===== src/rtl/fifo_word_serializer_pkg.sv =====
// Shared definitions for the FIFO word serializer and its future deserializer twin.
// State encoding plus width-ratio helpers.
package fifo_word_serializer_pkg;

  typedef enum logic {
    ST_IDLE  = 1'b0,
    ST_SHIFT = 1'b1
  } ser_state_e;

  function automatic int ratio_of(input int data_w, input int beat_w);
    return data_w / beat_w;
  endfunction

  function automatic int cnt_w_of(input int data_w, input int beat_w);
    return (data_w / beat_w) > 1 ? $clog2(data_w / beat_w) : 1;
  endfunction

endpackage


===== src/rtl/fifo_word_serializer.sv =====
// Pops words from a FWFT FIFO and streams them out as narrow valid/ready beats.
// Zero-bubble reload on the last beat when the FIFO still has data.
module fifo_word_serializer
  import fifo_word_serializer_pkg::*;
#(
  parameter int DATA_WIDTH = 16,
  parameter int OUT_WIDTH  = 4,
  parameter bit MSB_FIRST  = 1'b0
) (
  input  logic                  clk,
  input  logic                  reset_n,
  input  logic                  fifo_n_empty,
  input  logic [DATA_WIDTH-1:0] fifo_data,
  output logic                  fifo_r_en,
  input  logic                  flush,
  output logic                  out_valid,
  output logic [OUT_WIDTH-1:0]  out_data,
  output logic                  out_last,
  input  logic                  out_ready,
  output logic                  busy
);

  localparam int RATIO = ratio_of(DATA_WIDTH, OUT_WIDTH);
  localparam int CNT_W = cnt_w_of(DATA_WIDTH, OUT_WIDTH);

  if ((DATA_WIDTH % OUT_WIDTH) != 0 || RATIO < 2) begin : g_bad_cfg
    $error("fifo_word_serializer: bad DATA_WIDTH/OUT_WIDTH");
  end

  ser_state_e            state_q, state_d;
  logic [CNT_W-1:0]      beat_cnt_q, beat_cnt_d;
  logic [DATA_WIDTH-1:0] shift_q, shift_d;
  logic                  pop;
  logic                  last;
  logic [OUT_WIDTH-1:0]  head_beat;

  assign last = (state_q == ST_SHIFT) &&
                (beat_cnt_q == CNT_W'(RATIO - 1));

  if (MSB_FIRST) begin : g_msb
    assign head_beat = shift_q[DATA_WIDTH-1 -: OUT_WIDTH];
  end else begin : g_lsb
    assign head_beat = shift_q[OUT_WIDTH-1:0];
  end

  always_comb begin
    state_d    = state_q;
    beat_cnt_d = beat_cnt_q;
    shift_d    = shift_q;
    pop        = 1'b0;
    if (flush) begin
      state_d    = ST_IDLE;
      beat_cnt_d = '0;
    end else begin
      unique case (state_q)
        ST_IDLE: begin
          if (fifo_n_empty) begin
            pop        = 1'b1;
            shift_d    = fifo_data;
            beat_cnt_d = '0;
            state_d    = ST_SHIFT;
          end
        end
        ST_SHIFT: begin
          if (out_ready) begin
            if (!last) begin
              beat_cnt_d = beat_cnt_q + CNT_W'(1);
              shift_d    = MSB_FIRST ? (shift_q << OUT_WIDTH)
                                     : (shift_q >> OUT_WIDTH);
            end else if (fifo_n_empty) begin
              pop        = 1'b1;
              shift_d    = fifo_data;
              beat_cnt_d = '0;
            end else begin
              beat_cnt_d = '0;
              state_d    = ST_IDLE;
            end
          end
        end
        default: state_d = ST_IDLE;
      endcase
    end
  end

  always_ff @(posedge clk or negedge reset_n) begin
    if (!reset_n) begin
      state_q    <= ST_IDLE;
      beat_cnt_q <= '0;
      shift_q    <= '0;
    end else begin
      state_q    <= state_d;
      beat_cnt_q <= beat_cnt_d;
      shift_q    <= shift_d;
    end
  end

  // Pop strobe must die with reset, not wait for a clock.
  assign fifo_r_en = pop & reset_n;
  assign busy      = (state_q == ST_SHIFT);
  assign out_valid = busy;
  assign out_last  = last;
  assign out_data  = busy ? head_beat : '0;

endmodule


===== config.mk =====
export PLATFORM = sky130hd
export DESIGN_NAME = fifo_word_serializer
export DESIGN_NICKNAME = d
export VERILOG_FILES = /design/src/rtl/fifo_word_serializer_pkg.sv /design/src/rtl/fifo_word_serializer.sv
export SDC_FILE = /design/constraint.sdc
export NUM_CORES = 1
export LEC_CHECK = 0
export CELL_PAD_IN_SITES_DETAIL_PLACEMENT = 1
export CELL_PAD_IN_SITES_GLOBAL_PLACEMENT = 2
export CORE_MARGIN = 2
export CORE_UTILIZATION = 32
export CTS_CLUSTER_DIAMETER = 120
export DETAILED_ROUTE_END_ITERATION = 6
export PLACE_DENSITY = 0.94
export SYNTH_ARGS = -nofsm -noshare
export SYNTH_HDL_FRONTEND = slang
export SYNTH_SLANG_ARGS = --single-unit

===== constraint.sdc =====
create_clock -name clk -period 2.35 [get_ports clk]
set_input_delay 0.235 -clock clk [delete_from_list [all_inputs] [get_ports clk]]
set_output_delay 0.235 -clock clk [all_outputs]
set_load 0.02 [all_outputs]

==> flow_metrics.env <==
export IMPL_htreeDepth=1
export IMPL_rows=21
export IMPL_setup_worst_path_class="reg2out"
export IMPL_detail_route_first_pass_iterations=4
export IMPL_fill_cells=361
export IMPL_timing_worst_slew_pin_value_ns=0.310
export IMPL_rsz0062_at_grt="false"
export IMPL_syn_std_cell_area_um2=1080
export IMPL_crit_slowest_cell="dfrtp_1"
export IMPL_leakagePower_nw=0.606
export IMPL_multi_input_comb_area_um2=551
export IMPL_die_area_um2=3850
export IMPL_number_of_global_route_vias_before_repair=876
export IMPL_clock_pin_slew_worst_setup_and_hold_paths_ns=0.11
export IMPL_crit_path_cells="ha_1 -> nand2b_4 -> and2_1 -> and3_1 -> dlygate4sd2_1"
export IMPL_synth_cell_type_count=26
export IMPL_postSynthRegisterBits=19
export IMPL_fmax_mhz=458
export IMPL_cts_made_buffers=3
export IMPL_synth_seq_area_share_pct=44.1
export IMPL_cts_hold_buffers_added=0
export IMPL_final_seq_area_um2=475
export IMPL_worst_ir_drop_vdd_uv=166
export IMPL_finish_stage_setup_viols=0
export IMPL_synth_area_per_cell_um2=11.9
export IMPL_globalRouteTotalUtil_pct=16.4
export IMPL_worst_setup_path_end_kind="primary output"
export IMPL_synthesis_nets=113
export IMPL_dp_hpwl_mm=2.08
export IMPL_drive_gt1_share_pct=19.8
export IMPL_timing_setup_tns_ns=0
export IMPL_max_slew_margin_rel_pct=79.2
export IMPL_yosys_area_share_adder_pct=1.16
export IMPL_met1_length_mm=1.31
export IMPL_final_period_minus_worst_setup_slack_ns=2.18
export IMPL_critical_path_peak_fanout=14
export IMPL_maxCapViolations=0
export IMPL_post_synth_mux_area_share_pct=0
export IMPL_drt_iter0_drc=42
export IMPL_outcome="completed"
export IMPL_hold_ws_ns=0.379
export IMPL_synth_top_family_by_area="compound AO/OA/AOI/OAI gates"
export IMPL_final_cycle_share_pct=92.9
export IMPL_drt_drc_violations_left=0
export IMPL_critPathLaunchType="flop"
export IMPL_critPathArrivalTime_ns=1.95
export IMPL_cp_data_required_time_ns=2.12
export IMPL_nets=144
export IMPL_routed_wirelength_mm=2.88
export IMPL_postRouteAntennaNets=0
export IMPL_grt_overflow_total=0
export IMPL_antenna_found_initial=0
export IMPL_cts_root_buffer="clkbuf_4"
export IMPL_count_of_final_max_slew_check_failures=0
export IMPL_peak_per_stage_delay_on_the_critical_path_ns=0.43
export IMPL_hold_path_class="in2async"
export IMPL_powerDensity_nw_per_um2=553
export IMPL_grt_first_pass_wirelength_mm=4.49
export IMPL_vias=845
export IMPL_clock_sinks=19
export IMPL_detail_route_wl_per_cell_um=17.3
export IMPL_post_synth_inst_count=91
export IMPL_hold_violations=0
export IMPL_clock_skew_final_ns=0.00800
export IMPL_core_region_area_um2=3280
export IMPL_place_port_buffers=28
export IMPL_length_of_routed_met2_wiring_mm=1.44
export IMPL_maximum_number_of_pins_on_one_net_before_global_route_repair=20
export IMPL_met3_length_um=103
export IMPL_start_util_pct=32.8
export IMPL_cts_path_max_buffers=2
export IMPL_post_synth_and_or_nand_nor_area_fraction_pct=19.1
export IMPL_cts_tree="yes"
export IMPL_top_layer_used_by_detailed_routing="met4"
export IMPL_synth_compound_area_share_pct=29.9
export IMPL_die_height_um=62.1
export IMPL_syn_to_final_growth_pct=33.4
export IMPL_insertedDiodeCount=0
export IMPL_die_span_in_x_um=62.1
export IMPL_viasPerCell=5.06
export IMPL_io_pins=29
export IMPL_gp_routability_congestion=0.746
export IMPL_worst_skew_pair_late_latency_ns=0.29
export IMPL_synthXorXnorAreaFrac_pct=0.812
export IMPL_ys_warnings_count=0
## power breakdown
part / switching (mW) / internal, mW
Sequential: 0.0350 / 0.376
Clock: 0.100 / 0.0632
Combinational: 0.0985 / 0.123
Total: 0.234 / 0.562
## logic make-up after synthesis
group / count (synthesis)
AO/OA/AOI/OAI: 33
buffers and inverters: 9
XOR/XNOR: 1
flip-flops: 19
AND/OR/NAND/NOR: 28
adder cells (fa/ha/maj): 1
## worst paths after layout
check,start,to,slack [ns],depth (start not counted)
max,beat_cnt_q[0]$_DFFE_PN0P_,fifo_r_en,0.17,5
min,reset_n,shift_q[3]$_DFFE_PN0P_,0.38,2
max reg2reg,beat_cnt_q[0]$_DFFE_PN0P_,shift_q[14]$_DFFE_PN0P_,0.64,4
min reg2reg,shift_q[2]$_DFFE_PN0P_,shift_q[2]$_DFFE_PN0P_,0.50,1
max in group asynchronous,reset_n,shift_q[4]$_DFFE_PN0P_,1.75,2
min in group clk,shift_q[2]$_DFFE_PN0P_,shift_q[2]$_DFFE_PN0P_,0.50,1
## layout by cell type (no fill, tap or decap)
| cell | count |
|---|---|
| a211o_4 | 1 |
| a21oi_1 | 2 |
| a22oi_1 | 1 |
| a31oi_1 | 12 |
| a32o_1 | 4 |
| and2_1 | 6 |
| and3_1 | 1 |
| and3b_1 | 11 |
| and3b_2 | 1 |
| buf_4 | 6 |
| clkbuf_4 | 3 |
| clkdlybuf4s50_1 | 27 |
| clkinv_2 | 1 |
| dfrtp_1 | 19 |
| dlygate4sd2_1 | 1 |
| ha_1 | 1 |
| inv_1 | 1 |
| nand2_1 | 1 |
| nand2b_4 | 1 |
| nand4b_1 | 1 |
| nor2_1 | 4 |
| nor2b_2 | 1 |
| o21ai_0 | 1 |
| o2bb2ai_1 | 2 |
| o2bb2ai_2 | 10 |
| or2_1 | 1 |
| xor2_1 | 1 |
## repair_timing
item | in CTS | in global routing
setup buffers | 0 | 0
endpoints found under the setup margin | 1 | 0
resized for setup | 1 | 0
## worst max-delay path, delay by kind of cell, from the launching register on
kind / cells / cell delay [ns]
adders and majority gates: 1 / 0.24
buffers and inverters: 1 / 0.32
DFF: 1 / 0.43
and+or+nand+nor: 3 / 0.67
## synthesized netlist by cell type
cell type | instances | area [um2]
a22oi_1 | 1 | 7.51
inv_1 | 1 | 3.75
and3b_2 | 1 | 10.0
nor2_1 | 4 | 15.0
o21ai_0 | 1 | 5.00
a32o_1 | 4 | 40.0
nand2_1 | 1 | 3.75
a211o_4 | 1 | 17.5
and3_1 | 1 | 6.26
o2bb2ai_1 | 2 | 17.5
nand4b_1 | 1 | 8.76
buf_4 | 1 | 7.51
nand2b_4 | 1 | 13.8
a21oi_1 | 2 | 10.0
buf_8 | 1 | 15.0
a31oi_1 | 12 | 75.1
or2_1 | 1 | 6.26
clkbuf_1 | 3 | 11.3
dfrtp_1 | 19 | 475
and3b_1 | 11 | 96.3
nor2b_2 | 1 | 8.76
o2bb2ai_2 | 10 | 150
and2_1 | 6 | 37.5
xor2_1 | 1 | 8.76
buf_2 | 3 | 15.0
ha_1 | 1 | 12.5
## routing by layer
metal	global-route usage (%)	vias to the layer above
met3	3.11	2
met2	26.0	22
met5	0	-
met1	23.3	412
li1	-	409
met4	3.65	0
## stage by stage
stage / instances / util, % / power [mW] / cell area (um2) / setup slack (ns)
final: 167 / 43.8 / 0.796 / 1440 / 0.166
after global routing: 167 / 43.8 / 0.840 / 1440 / 0.0583
after CTS: 167 / 43.8 / 0.806 / 1440 / 0.145
after detailed placement: 163 / 43.0 / 0.639 / 1410 / 0.152
after global placement: 163 / 43.0 / 0.628 / 1410 / 0.180
after floorplan: 91 / - / 0.544 / 1080 / 0.807
## registers in the layout, summed over array words and instances (netlist names)
register / cells
beat_cnt_q: 2
busy: 1
shift_q: 16
## layout make-up
| class | instances | share of cell area, % |
|---|---|---|
| multi-input combinational | 63 | 38.3 |
| sequential | 19 | 33.0 |
| timing repair buffer | 34 | 22.5 |
| tap | 46 | 4.00 |
| clock buffer | 3 | 1.57 |
| clock inverter | 1 | 0.348 |
| inverter | 1 | 0.261 |
Power figures use the tool's default switching activity.
